--- src/rtl/mp_pkg.sv ---
// Shared constants and types for the mini processor sequencer.
package mp_pkg;

   localparam int unsigned PC_W_DEF = 8;

   // Opcodes (instr[7:4])
   localparam logic [3:0] OP_SHIFT = 4'h0;
   localparam logic [3:0] OP_ADD   = 4'h1;
   localparam logic [3:0] OP_SUB   = 4'h2;
   localparam logic [3:0] OP_MUL   = 4'h3;
   localparam logic [3:0] OP_DIV   = 4'h4;
   localparam logic [3:0] OP_AND   = 4'h5;
   localparam logic [3:0] OP_OR    = 4'h6;
   localparam logic [3:0] OP_XOR   = 4'h7;
   localparam logic [3:0] OP_BRC   = 4'h8;
   localparam logic [3:0] OP_LDR   = 4'h9;
   localparam logic [3:0] OP_STR   = 4'hA;
   localparam logic [3:0] OP_JMP   = 4'hB;
   localparam logic [3:0] OP_NOPC  = 4'hC;
   localparam logic [3:0] OP_NOPD  = 4'hD;
   localparam logic [3:0] OP_NOPE  = 4'hE;
   localparam logic [3:0] OP_HALT  = 4'hF;

   // Shift-group sub-ops (instr[3:0] when opcode is OP_SHIFT)
   localparam logic [3:0] SUB_SHL = 4'h1;
   localparam logic [3:0] SUB_SHR = 4'h2;
   localparam logic [3:0] SUB_ROL = 4'h3;
   localparam logic [3:0] SUB_ROR = 4'h4;
   localparam logic [3:0] SUB_NOT = 4'h5;
   localparam logic [3:0] SUB_INC = 4'h6;
   localparam logic [3:0] SUB_DEC = 4'h7;

   typedef enum logic [2:0] {
      ST_IDLE,
      ST_FETCH,
      ST_EXEC,
      ST_DIV,
      ST_HALT
   } state_t;

   // Per-instruction datapath write strobes produced by the decoder
   typedef struct packed {
      logic acc_we;
      logic ext_we;
      logic flag_we;
      logic reg_we;
      logic div_init;
   } strobe_t;

endpackage

--- src/rtl/mp_decode.sv ---
// Combinational instruction decoder: latched IR and carry flag to
// datapath strobes, branch decision and control-flow class.
module mp_decode
   import mp_pkg::*;
(
   input  logic [3:0] opcode_q,
   input  logic [3:0] addr_q,
   input  logic       c_b,
   output strobe_t    strb,
   output logic       pc_load,
   output logic       is_halt
);

   // Decode opcode (and shift sub-op) into strobes and pc behaviour
   always_comb begin
      strb    = '0;
      pc_load = 1'b0;
      is_halt = 1'b0;
      case (opcode_q)
         OP_SHIFT: begin
            case (addr_q)
               SUB_SHL, SUB_SHR, SUB_ROL, SUB_ROR, SUB_NOT: strb.acc_we = 1'b1;
               SUB_INC, SUB_DEC: begin
                  strb.acc_we  = 1'b1;
                  strb.flag_we = 1'b1;
               end
               default: ;
            endcase
         end
         OP_ADD, OP_SUB: begin
            strb.acc_we  = 1'b1;
            strb.flag_we = 1'b1;
         end
         OP_MUL: begin
            strb.acc_we = 1'b1;
            strb.ext_we = 1'b1;
         end
         OP_DIV:                        strb.div_init = 1'b1;
         OP_AND, OP_OR, OP_XOR, OP_LDR: strb.acc_we   = 1'b1;
         OP_BRC:                        pc_load       = c_b;
         OP_STR:                        strb.reg_we   = 1'b1;
         OP_JMP:                        pc_load       = 1'b1;
         OP_NOPC, OP_NOPD, OP_NOPE: ;
         OP_HALT:                       is_halt       = 1'b1;
         default: ;
      endcase
   end

endmodule

--- src/rtl/mp_seq_ctrl.sv ---
// Fetch/decode/execute sequencer: owns pc, IR, divide step counter and
// retired-instruction counter; strobes are combinational from state/IR.
module mp_seq_ctrl
   import mp_pkg::*;
#(
   parameter int unsigned PC_W      = PC_W_DEF,
   parameter int unsigned DIV_STEPS = 8,
   parameter int unsigned CNT_W     = 16
) (
   input  logic             slow_clk,
   input  logic             rst,
   input  logic             start,
   input  logic [7:0]       instr,
   input  logic             instr_valid,
   input  logic             c_b,
   output logic [PC_W-1:0]  pc,
   output logic [3:0]       opcode_q,
   output logic [3:0]       addr_q,
   output logic [3:0]       alu_op,
   output logic             acc_we,
   output logic             ext_we,
   output logic             flag_we,
   output logic             reg_we,
   output logic             div_init,
   output logic             div_step,
   output logic             halted,
   output logic [CNT_W-1:0] instr_count
);

   localparam int unsigned       DCNT_W    = (DIV_STEPS > 1) ? $clog2(DIV_STEPS) : 1;
   localparam logic [DCNT_W-1:0] DCNT_LAST = DCNT_W'(DIV_STEPS - 1);

   state_t            state_q, state_d;
   logic [PC_W-1:0]   pc_d;
   logic [DCNT_W-1:0] div_cnt_q, div_cnt_d;
   logic              latch_ir;
   logic              retire;
   logic              set_halt;

   strobe_t dec_strb;
   logic    dec_pc_load;
   logic    dec_is_halt;

   mp_decode u_decode (
      .opcode_q (opcode_q),
      .addr_q   (addr_q),
      .c_b      (c_b),
      .strb     (dec_strb),
      .pc_load  (dec_pc_load),
      .is_halt  (dec_is_halt)
   );

   // Next-state, next-pc and strobe generation
   always_comb begin
      state_d   = state_q;
      pc_d      = pc;
      div_cnt_d = div_cnt_q;
      latch_ir  = 1'b0;
      retire    = 1'b0;
      set_halt  = 1'b0;
      alu_op    = '0;
      acc_we    = 1'b0;
      ext_we    = 1'b0;
      flag_we   = 1'b0;
      reg_we    = 1'b0;
      div_init  = 1'b0;
      div_step  = 1'b0;
      case (state_q)
         ST_IDLE: if (start) state_d = ST_FETCH;
         ST_FETCH: begin
            if (instr_valid) begin
               latch_ir = 1'b1;
               state_d  = ST_EXEC;
            end
         end
         ST_EXEC: begin
            alu_op   = opcode_q;
            acc_we   = dec_strb.acc_we;
            ext_we   = dec_strb.ext_we;
            flag_we  = dec_strb.flag_we;
            reg_we   = dec_strb.reg_we;
            div_init = dec_strb.div_init;
            if (dec_is_halt) begin
               set_halt = 1'b1;
               state_d  = ST_HALT;
            end else if (dec_strb.div_init) begin
               // pc/count advance is deferred to the final divide step
               div_cnt_d = '0;
               state_d   = ST_DIV;
            end else begin
               retire  = 1'b1;
               pc_d    = dec_pc_load ? PC_W'(addr_q) : pc + PC_W'(1);
               state_d = ST_FETCH;
            end
         end
         ST_DIV: begin
            div_step = 1'b1;
            if (div_cnt_q == DCNT_LAST) begin
               retire    = 1'b1;
               pc_d      = pc + PC_W'(1);
               div_cnt_d = '0;
               state_d   = ST_FETCH;
            end else begin
               div_cnt_d = div_cnt_q + DCNT_W'(1);
            end
         end
         ST_HALT: ;
         default: state_d = ST_IDLE;
      endcase
      // Reset suppresses every strobe in the same cycle it is asserted
      if (rst) begin
         alu_op   = '0;
         acc_we   = 1'b0;
         ext_we   = 1'b0;
         flag_we  = 1'b0;
         reg_we   = 1'b0;
         div_init = 1'b0;
         div_step = 1'b0;
      end
   end

   // State, pc, IR, divide counter, halt flag and retired counter
   always_ff @(posedge slow_clk) begin
      if (rst) begin
         state_q     <= ST_IDLE;
         pc          <= '0;
         opcode_q    <= '0;
         addr_q      <= '0;
         div_cnt_q   <= '0;
         halted      <= 1'b0;
         instr_count <= '0;
      end else begin
         state_q   <= state_d;
         pc        <= pc_d;
         div_cnt_q <= div_cnt_d;
         if (latch_ir) begin
            opcode_q <= instr[7:4];
            addr_q   <= instr[3:0];
         end
         if (set_halt) halted <= 1'b1;
         if (retire && (instr_count != '1)) instr_count <= instr_count + CNT_W'(1);
      end
   end

endmodule
--- config.mk ---
export PLATFORM = sky130hd
export DESIGN_NAME = mp_seq_ctrl
export DESIGN_NICKNAME = d
export VERILOG_FILES = /design/src/rtl/mp_pkg.sv /design/src/rtl/mp_decode.sv /design/src/rtl/mp_seq_ctrl.sv
export SDC_FILE = /design/constraint.sdc
export NUM_CORES = 1
export LEC_CHECK = 0
export ABC_CLOCK_PERIOD_IN_PS = 5100
export CORE_MARGIN = 8
export CORE_UTILIZATION = 35
export CTS_CLUSTER_SIZE = 14
export DETAILED_ROUTE_END_ITERATION = 12
export PLACE_DENSITY = 0.62
export REMOVE_ABC_BUFFERS = 1
export SYNTH_ARGS = -nofsm -noshare
export SYNTH_HDL_FRONTEND = slang
export SYNTH_SLANG_ARGS = --single-unit
--- constraint.sdc ---
create_clock -name slow_clk -period 5.1 [get_ports slow_clk]
set_clock_uncertainty 0.1 [all_clocks]
set_input_delay 0.51 -clock slow_clk [delete_from_list [all_inputs] [get_ports slow_clk]]
set_output_delay 0.51 -clock slow_clk [all_outputs]
set_load 0.01 [all_outputs]
After elaboration in Yosys (flattened, before gate mapping):

Cells that the tools add are included.

* reductions and logical operators: 11
* $add $sub $neg: 3
* mux-type cells: 46
* bitwise operators: 1
* equal/unequal tests: 31

Operators with widths (number)
* $eq A4 B3 Y1 const B: 8
* $mux W8: 4
* $mux W1: 25
* $mux W3: 7
* $eq A4 B4 Y1 const B: 5
* $add A16 B1 Y16 const B: 1
* $eq A4 B2 Y1 const B: 4
* $ne A16 B16 Y1 const B: 1
* $pmux W8 S2: 1
* $pmux W3 S5: 1
* $reduce_or A7 Y1: 2
* $ne A2 B2 Y1 const B: 6
* $add A8 B1 Y8 const B: 1
* $eq A4 B1 Y1 const B: 2
* $mux W4: 2
* $pmux W1 S2: 4
* $reduce_and A4 Y1: 2
* $eq A3 B2 Y1 const B: 2
* $eq A3 B3 Y1 const B: 2
* $pmux W3 S2: 1
* $logic_not A4 Y1: 1
* $reduce_or A2 Y1: 2
* $add A3 B1 Y3 const B: 1
* $eq A3 B1 Y1 const B: 1
* other kinds (6): 6

* bits in registers: 39
* bits of input ports: 13
* logic and storage cells: 99

Logic depth before layout (Yosys ltp):

Gate-level depths: netlist (run 1).

* depth after elaboration: 6
* mapped depth: 8
* depth with buffers taken out: 7

Hierarchy:

From an unflattened synthesis (run 1), not the netlist that was laid out.

* cell total of the unflattened synthesis: 251
* area, all modules: 2026.9 µm²

Modules (own cells, without submodules)
* mp_seq_ctrl: cells each 231, sequential area each 780.7 µm², area an instance 1928.1 µm², instances 1
* mp_decode: cells each 20, sequential area each 0.0 µm², area an instance 98.8 µm², instances 1

Worst setup path after synthesis (run 1):

Ideal clock, no wire load.

* path kind: flip-flop to output port
* start: register state_q[0]
* end: output port ext_we
* data required time: 4490 ps
* path buffers: 1
* path slack: 2894 ps
* stages on the path, launching flop included: 6
* arrival: 1596 ps
* cells stage by stage: dfxtp_1 buf_2 nor3b_1 nor2b_1 nand2_1 nor4b_1

* word-level cells in the longest chain between the ends: 3

Ends and longest elaborated chain
* start, declared: RTL line mp_seq_ctrl.sv:33 `state_t state_q, state_d;`
* start signal, assigned: RTL line mp_seq_ctrl.sv:133 `state_q <= state_d;`
* $eq A3 B2 Y1: RTL line mp_seq_ctrl.sv:68 `case (state_q)`
* $mux W1: RTL line mp_seq_ctrl.sv:68
* $mux W1: RTL line mp_seq_ctrl.sv:111 `if (rst) begin`
* end, declared: RTL line mp_seq_ctrl.sv:21 `output logic ext_we,`

Every way passes these cells.

Final worst setup path (run 1):

* start: register state_q[1]
* end: output port flag_we

* word-level cells in the longest chain between the ends: 3

Ends and longest elaborated chain
* $eq A3 B2 Y1: RTL line mp_seq_ctrl.sv:68
* $mux W1: RTL line mp_seq_ctrl.sv:68
* $mux W1: RTL line mp_seq_ctrl.sv:111
* end, declared: RTL line mp_seq_ctrl.sv:22 `output logic flag_we,`

Every way passes these cells.

==> flow_summary.ini, run 1 <==
[run_status]
status = finished, final reports clean

[synthesis]
avgSynthCellArea_um2 = 8.61
yosysTopAreaCell = dfxtp_1
syn_area_mm2 = 0.00202
synthFlopType = dfxtp_1
synth_edf_count = 0
yosysSeqAreaShare_pct = 38.6
synthArstFlopShare_pct = 0
synth.distinct_cells = 48
synthTopCellsByArea = dfxtp_1 (39%), nor2_1 (7.4%), xor2_1 (5.6%), mux2i_1 (5.4%), ha_1 (2.5%)
synthCells = 235
synth_top_area_share_pct = 38.6
yosys_warnings = 0
ys_ff_latch = 39

[power_and_ir_drop]
p_int_uw = 500
seq_power_share_pct = 49.8
ir_drop_v = 0.0000994
switching_share_pct = 22.5
clockPowerShare_pct = 40.8
powerDensity_mw_per_mm2 = 238
p_comb_share_pct = 9.4
leakage_nw = 1.00
power.switching_uw = 145

[clocking]
numClockSinks = 39
cts_made_buffers = 5
cts_resized = 0
cts_tree = yes
holdBufCountCts = 0
post_cts_buffers = 0
cts_root_buf = clkbuf_8
cts.htree.levels = 2
cts.clk_slew.worst_paths_ps = 80
clk_latency_ps = 290
clockBufferDepth = 2

[worst_hold_path]
hold_path.class = flip-flop to flip-flop

[global_route]
grt_usage_pct = 12.2
grt_pass1_vias = 1730
grt_overflow_total = 0
antenna_found_initial = 0
grt_max_degree = 40
grt_pass1_wl_um = 8510

[worst_setup_path]
worstPathArrival_ps = 2550
slowest_delay_ps = 600
critPathBufInv = 1
path_delay_family = simple AND/OR/NAND/NOR gates
cp_max_fo = 7
crit_path_cell_trace = nor3b_1, nor2b_1, o31ai_1, nor4b_1, clkdlybuf4s50_1
path_class = flip-flop to output pin
startpoint_type = flip-flop
critPathSlowestCell = clkdlybuf4s50_1
endpoint_kind = output pin
cp_data_required_time_ps = 4490

[floorplan]
dieArea_mm2 = 0.00847
initial_utilization_pct = 36.5
num_rows = 27
core_mm2 = 0.00554
io_pins = 56
die_w_um = 92.0
die_y_um = 92.0

[finish]
area_delta_synth_final_pct = 34.2
diodes = 0
fillCellCount = 566
stdcell_count = 357
final_common_cell = clkdlybuf4s50_1
final_cell_mix = clkdlybuf4s50_1 (55), nor2_1 (40), dfxtp_1 (39), xor2_1 (13)
nets = 301
drive_gt1_share_pct = 5.26

[placement]
dp.final_hpwl_um = 3740
portBuffers = 55
dp_cells = 349
finalWeightedCongestion = 0.804

[flow_run]
cap_violations = 0

[sta]
worst_pin_slew_ps = 732
fmax_mhz = 317
rsz0062_at_grt = no
finalCriticalPeriod_ps = 3160
fin_crit_sh_pct = 61.9
hold_violations = 0
setup_viol = 0
finalSetupTns_ps = 0
slew_viol_final = 0
relSlewSlack_pct = 50.9

[routing]
drc_errors = 0
route.vias.total = 1868
drtAntennaViolNets = 0
detail_route.first_pass.iterations = 4
wl_per_cell_um = 14.5
first_iter_violations = 150
wl_um = 5180
vias_per_cell = 5.23
## per-layer routing
metal	share of wire, %	vias up	track usage (%)	wire (um)
met3	9.5	6	5.22	493
met5	0	-	0	0
met1	51	846	16.3	2620
met4	1.1	0	4.03	59
li1	-	945	-	-
met2	39	71	17.1	2010
## tightest hold or removal path: cells and delay by family, from the launching register on
kind | cells | cell delay, ps
AO/OA/AOI/OAI | 2 | 130
flip-flops | 1 | 320
## power by group through the flow
stage          combinational [mW]  clock (mW)  sequential, mW
2_1_floorplan              0.0284           0           0.328
3_3_place_gp               0.0608           0           0.328
3_5_place_dp               0.0605           0           0.328
4_1_cts                    0.0608       0.274           0.321
5_1_grt                    0.0664       0.290           0.323
6_report                   0.0605       0.263           0.321
## stage by stage
step / total power [mW] / instance area [um2] / util, % / hold slack, ps / setup slack (ps)
after floorplan: 0.356 / 1950 / - / 370 / 2910
after global placement: 0.389 / 2600 / 46.9 / 375 / 2230
after detailed placement: 0.389 / 2600 / 46.9 / 370 / 2210
after CTS: 0.656 / 2720 / 49.0 / 389 / 1910
after global routing: 0.679 / 2720 / 49.0 / 423 / 1670
final: 0.645 / 2720 / 49.0 / 387 / 1940
## Yosys cell counts (2+ instances only)
cell	number
or3_1	2
mux2i_1	11
nand3_1	5
nand2_1	11
nor4b_1	2
mux2_2	2
and3_1	6
ha_1	4
or4_1	2
clkbuf_1	5
nand2b_1	2
o2111ai_1	4
nor2b_1	6
buf_2	4
o211ai_1	5
a22oi_1	5
nor3_1	5
nand4_1	6
and4_1	2
a211oi_1	2
o21ai_0	7
xor2_1	13
buf_6	2
and2_1	4
and3b_1	2
buf_1	2
nor2_1	40
inv_1	6
dfxtp_1	39
a21oi_1	8
nor3b_1	2
o31ai_1	3
## kinds of logic after synthesis
kind of cell	share of synthesized area, %
AOI/OAI and AO/OA	14.9
muxes	6.56
DFF	38.6
xor gates and xnor gates	6.06
and+or+nand+nor	26.7
buffers and inverters	4.76
adders and majority gates	2.47
## registers in the layout (all words and copies together), names as in the netlist
| register | count |
|---|---|
| addr_q | 4 |
| div_cnt_q | 3 |
| instr_count | 16 |
| pc | 8 |
| halted | 1 |
| opcode_q | 4 |
| state_q | 3 |
## final timing paths
path                                               from  cells past startpoint                            to  slack, ps
worst min register to register       pc[7]$_SDFFE_PP0P_                      2            pc[7]$_SDFFE_PP0P_        390
worst min-delay path                 pc[7]$_SDFFE_PP0P_                      2            pc[7]$_SDFFE_PP0P_        390
worst max-delay path            state_q[1]$_SDFFE_PP0P_                      5                       flag_we       1940
worst max register to register  state_q[1]$_SDFFE_PP0P_                      5  instr_count[11]$_SDFFE_PP0P_       2610
## area by class of cell
class                      instances  area [um2]  share of cell area [%]
clock inverter                     2        35.0                    1.29
sequential                        39         781                    28.8
timing repair buffer              56         558                    20.6
inverter                           6        22.5                   0.829
clock buffer                       6        82.6                    3.04
tap                               72        90.1                    3.32
multi-input combinational        176        1150                    42.2
Power figures use the tool's default switching activity.
==> run 2, diff against run 1 <==
--- a/config.mk
+++ b/config.mk
@@ -5,7 +5,7 @@
 export SDC_FILE = /design/constraint.sdc
 export NUM_CORES = 1
 export LEC_CHECK = 0
-export ABC_CLOCK_PERIOD_IN_PS = 5100
+export ABC_CLOCK_PERIOD_IN_PS = 3180
 export CORE_MARGIN = 8
 export CORE_UTILIZATION = 35
 export CTS_CLUSTER_SIZE = 14
==> constraint.sdc (replaced) <==
create_clock -name slow_clk -period 3.18 [get_ports slow_clk]
set_clock_uncertainty 0.1 [all_clocks]
set_input_delay 0.318 -clock slow_clk [delete_from_list [all_inputs] [get_ports slow_clk]]
set_output_delay 0.318 -clock slow_clk [all_outputs]
set_load 0.01 [all_outputs]
==> run 2 against run 1 <==
Utilization rose by 0.27 points. Critical path depth did not move. Global-route usage rose by 0.18 points. Count of clock-buffer cells in the layout did not move. Cell count rose by 0.56%. Combinational power rose by 65%. Final area rose by 0.55%. Non-clock buffer count rose by 2. Total power rose by 62%.
==> flow_summary.ini, run 2 (same netlist as run 1, synthesis figures left out) <==
[run_status]
status = finished, final reports clean

[floorplan]
initial_utilization_pct = 36.5
io_pins = 56
core_mm2 = 0.00554
num_rows = 27
die_y_um = 92.0
die_w_um = 92.0
dieArea_mm2 = 0.00847

[placement]
finalWeightedCongestion = 0.807
dp.final_hpwl_um = 3890
place_ws_ps = 687
portBuffers = 55

[worst_setup_path]
critPathSlowestCell = clkdlybuf4s50_1
endpoint_kind = output pin
startpoint_type = flip-flop
path_class = flip-flop to output pin
worstPathArrival_ps = 2330
crit_path_cell_trace = nor3b_1, nor2b_1, nand2_1, nor4b_1, clkdlybuf4s50_1
slowest_delay_ps = 590
cp_data_required_time_ps = 2760
critPathBufInv = 1
path_delay_family = simple AND/OR/NAND/NOR gates
cp_max_fo = 7

[clocking]
cts_made_buffers = 5
post_cts_buffers = 0
cts_resized = 0
cts.htree.levels = 2
cts_root_buf = clkbuf_8
clk_latency_ps = 290
cts_tree = yes
clockBufferDepth = 2
numClockSinks = 39
cts.clk_slew.worst_paths_ps = 70
holdBufCountCts = 0

[sta]
fin_crit_sh_pct = 86.5
fmax_mhz = 364
relSlewSlack_pct = 54.0
worst_pin_slew_ps = 686
finalCriticalPeriod_ps = 2750
hold_violations = 0
rsz0062_at_grt = no
setup_viol = 0
setup_slack_ps = 430
finalSetupTns_ps = 0
slew_viol_final = 0
hold_ws_ps = 390

[finish]
area_delta_synth_final_pct = 34.9
largestRegisters = instr_count (16), pc (8)
largest_reg_flops = 16
diodes = 0
multi_input_area_mm2 = 0.00115
fillCellCount = 541
drive_gt1_share_pct = 5.92
largest-register = instr_count
final_cell_mix = clkdlybuf4s50_1 (55), nor2_1 (40), dfxtp_1 (39), xor2_1 (13)
seqCellArea_um2 = 781
nets = 303
final_common_cell = clkdlybuf4s50_1

[routing]
drtAntennaViolNets = 0
wl_per_cell_um = 14.6
first_iter_violations = 115
drc_errors = 0
vias_per_cell = 5.16
route.vias.total = 1853
wl_um = 5240
detail_route.first_pass.iterations = 4

[global_route]
grt_usage_pct = 12.4
grt_overflow_total = 0
grt_pass1_wl_um = 8620
antenna_found_initial = 0
grt_max_degree = 24
grt_pass1_vias = 1797

[power_and_ir_drop]
leakage_nw = 1.01
powerDensity_mw_per_mm2 = 382
ir_drop_v = 0.000168
power_mw = 1.04

[flow_run]
cap_violations = 0

[worst_hold_path]
hold_path.class = flip-flop to flip-flop
[run 2: final cells by class]
class / count / share of cell area (%)
multi-input cells: 176 / 42.0
flip-flops and latches: 39 / 28.6
repair buffers: 58 / 21.0
well taps: 72 / 3.30
clock buffers: 6 / 3.02
clock inverters: 2 / 1.28
inverters: 6 / 0.825
[run 2: metal layers]
layer	GRT usage, %	vias up	wire [um]
li1	-	945	-
met1	15.3	840	2570
met2	18.9	64	2210
met3	5.62	4	430
met4	3.62	0	29
met5	0	-	0
[run 2: final timing paths]
kind / from / endpoint / slack, ps / cells after the start
setup / recovery: state_q[1]$_SDFFE_PP0P_ / ext_we / 430 / 5
hold / removal: halted$_SDFFE_PP0P_ / halted$_SDFFE_PP0P_ / 390 / 2
setup reg to reg: state_q[1]$_SDFFE_PP0P_ / instr_count[11]$_SDFFE_PP0P_ / 890 / 6
hold reg to reg: halted$_SDFFE_PP0P_ / halted$_SDFFE_PP0P_ / 390 / 2
[run 2: worst reg2reg max path: cells and delay by family (launching register included)]
kind,cells,cell delay [ps]
flops,1,440
simple gates,3,840
buf+inv,1,170
compound gates,2,680
[run 2: where the power goes]
group	switching (mW)	internal, mW	total, mW
Combinational	0.0478	0.0520	0.0998
Clock	0.174	0.254	0.428
Sequential	0.0175	0.498	0.515
[run 2: metrics by stage]
| stage | utilization (%) | instances | instance area (um2) |
|---|---|---|---|
| floorplan | - | 221 | 1950 |
| global placement | 47.2 | 351 | 2610 |
| detailed placement | 47.2 | 351 | 2610 |
| CTS | 49.3 | 359 | 2730 |
| global route | 49.3 | 359 | 2730 |
| finish | 49.3 | 359 | 2730 |
==> run 3, diff against run 2 <==
--- a/config.mk
+++ b/config.mk
@@ -12,6 +12,7 @@
 export DETAILED_ROUTE_END_ITERATION = 12
 export PLACE_DENSITY = 0.62
 export REMOVE_ABC_BUFFERS = 1
+export SKIP_LAST_GASP = 1
 export SYNTH_ARGS = -nofsm -noshare
 export SYNTH_HDL_FRONTEND = slang
 export SYNTH_SLANG_ARGS = --single-unit
==> results of run 3 <==
Final layout, timing and power as in run 2 (identical DEF).
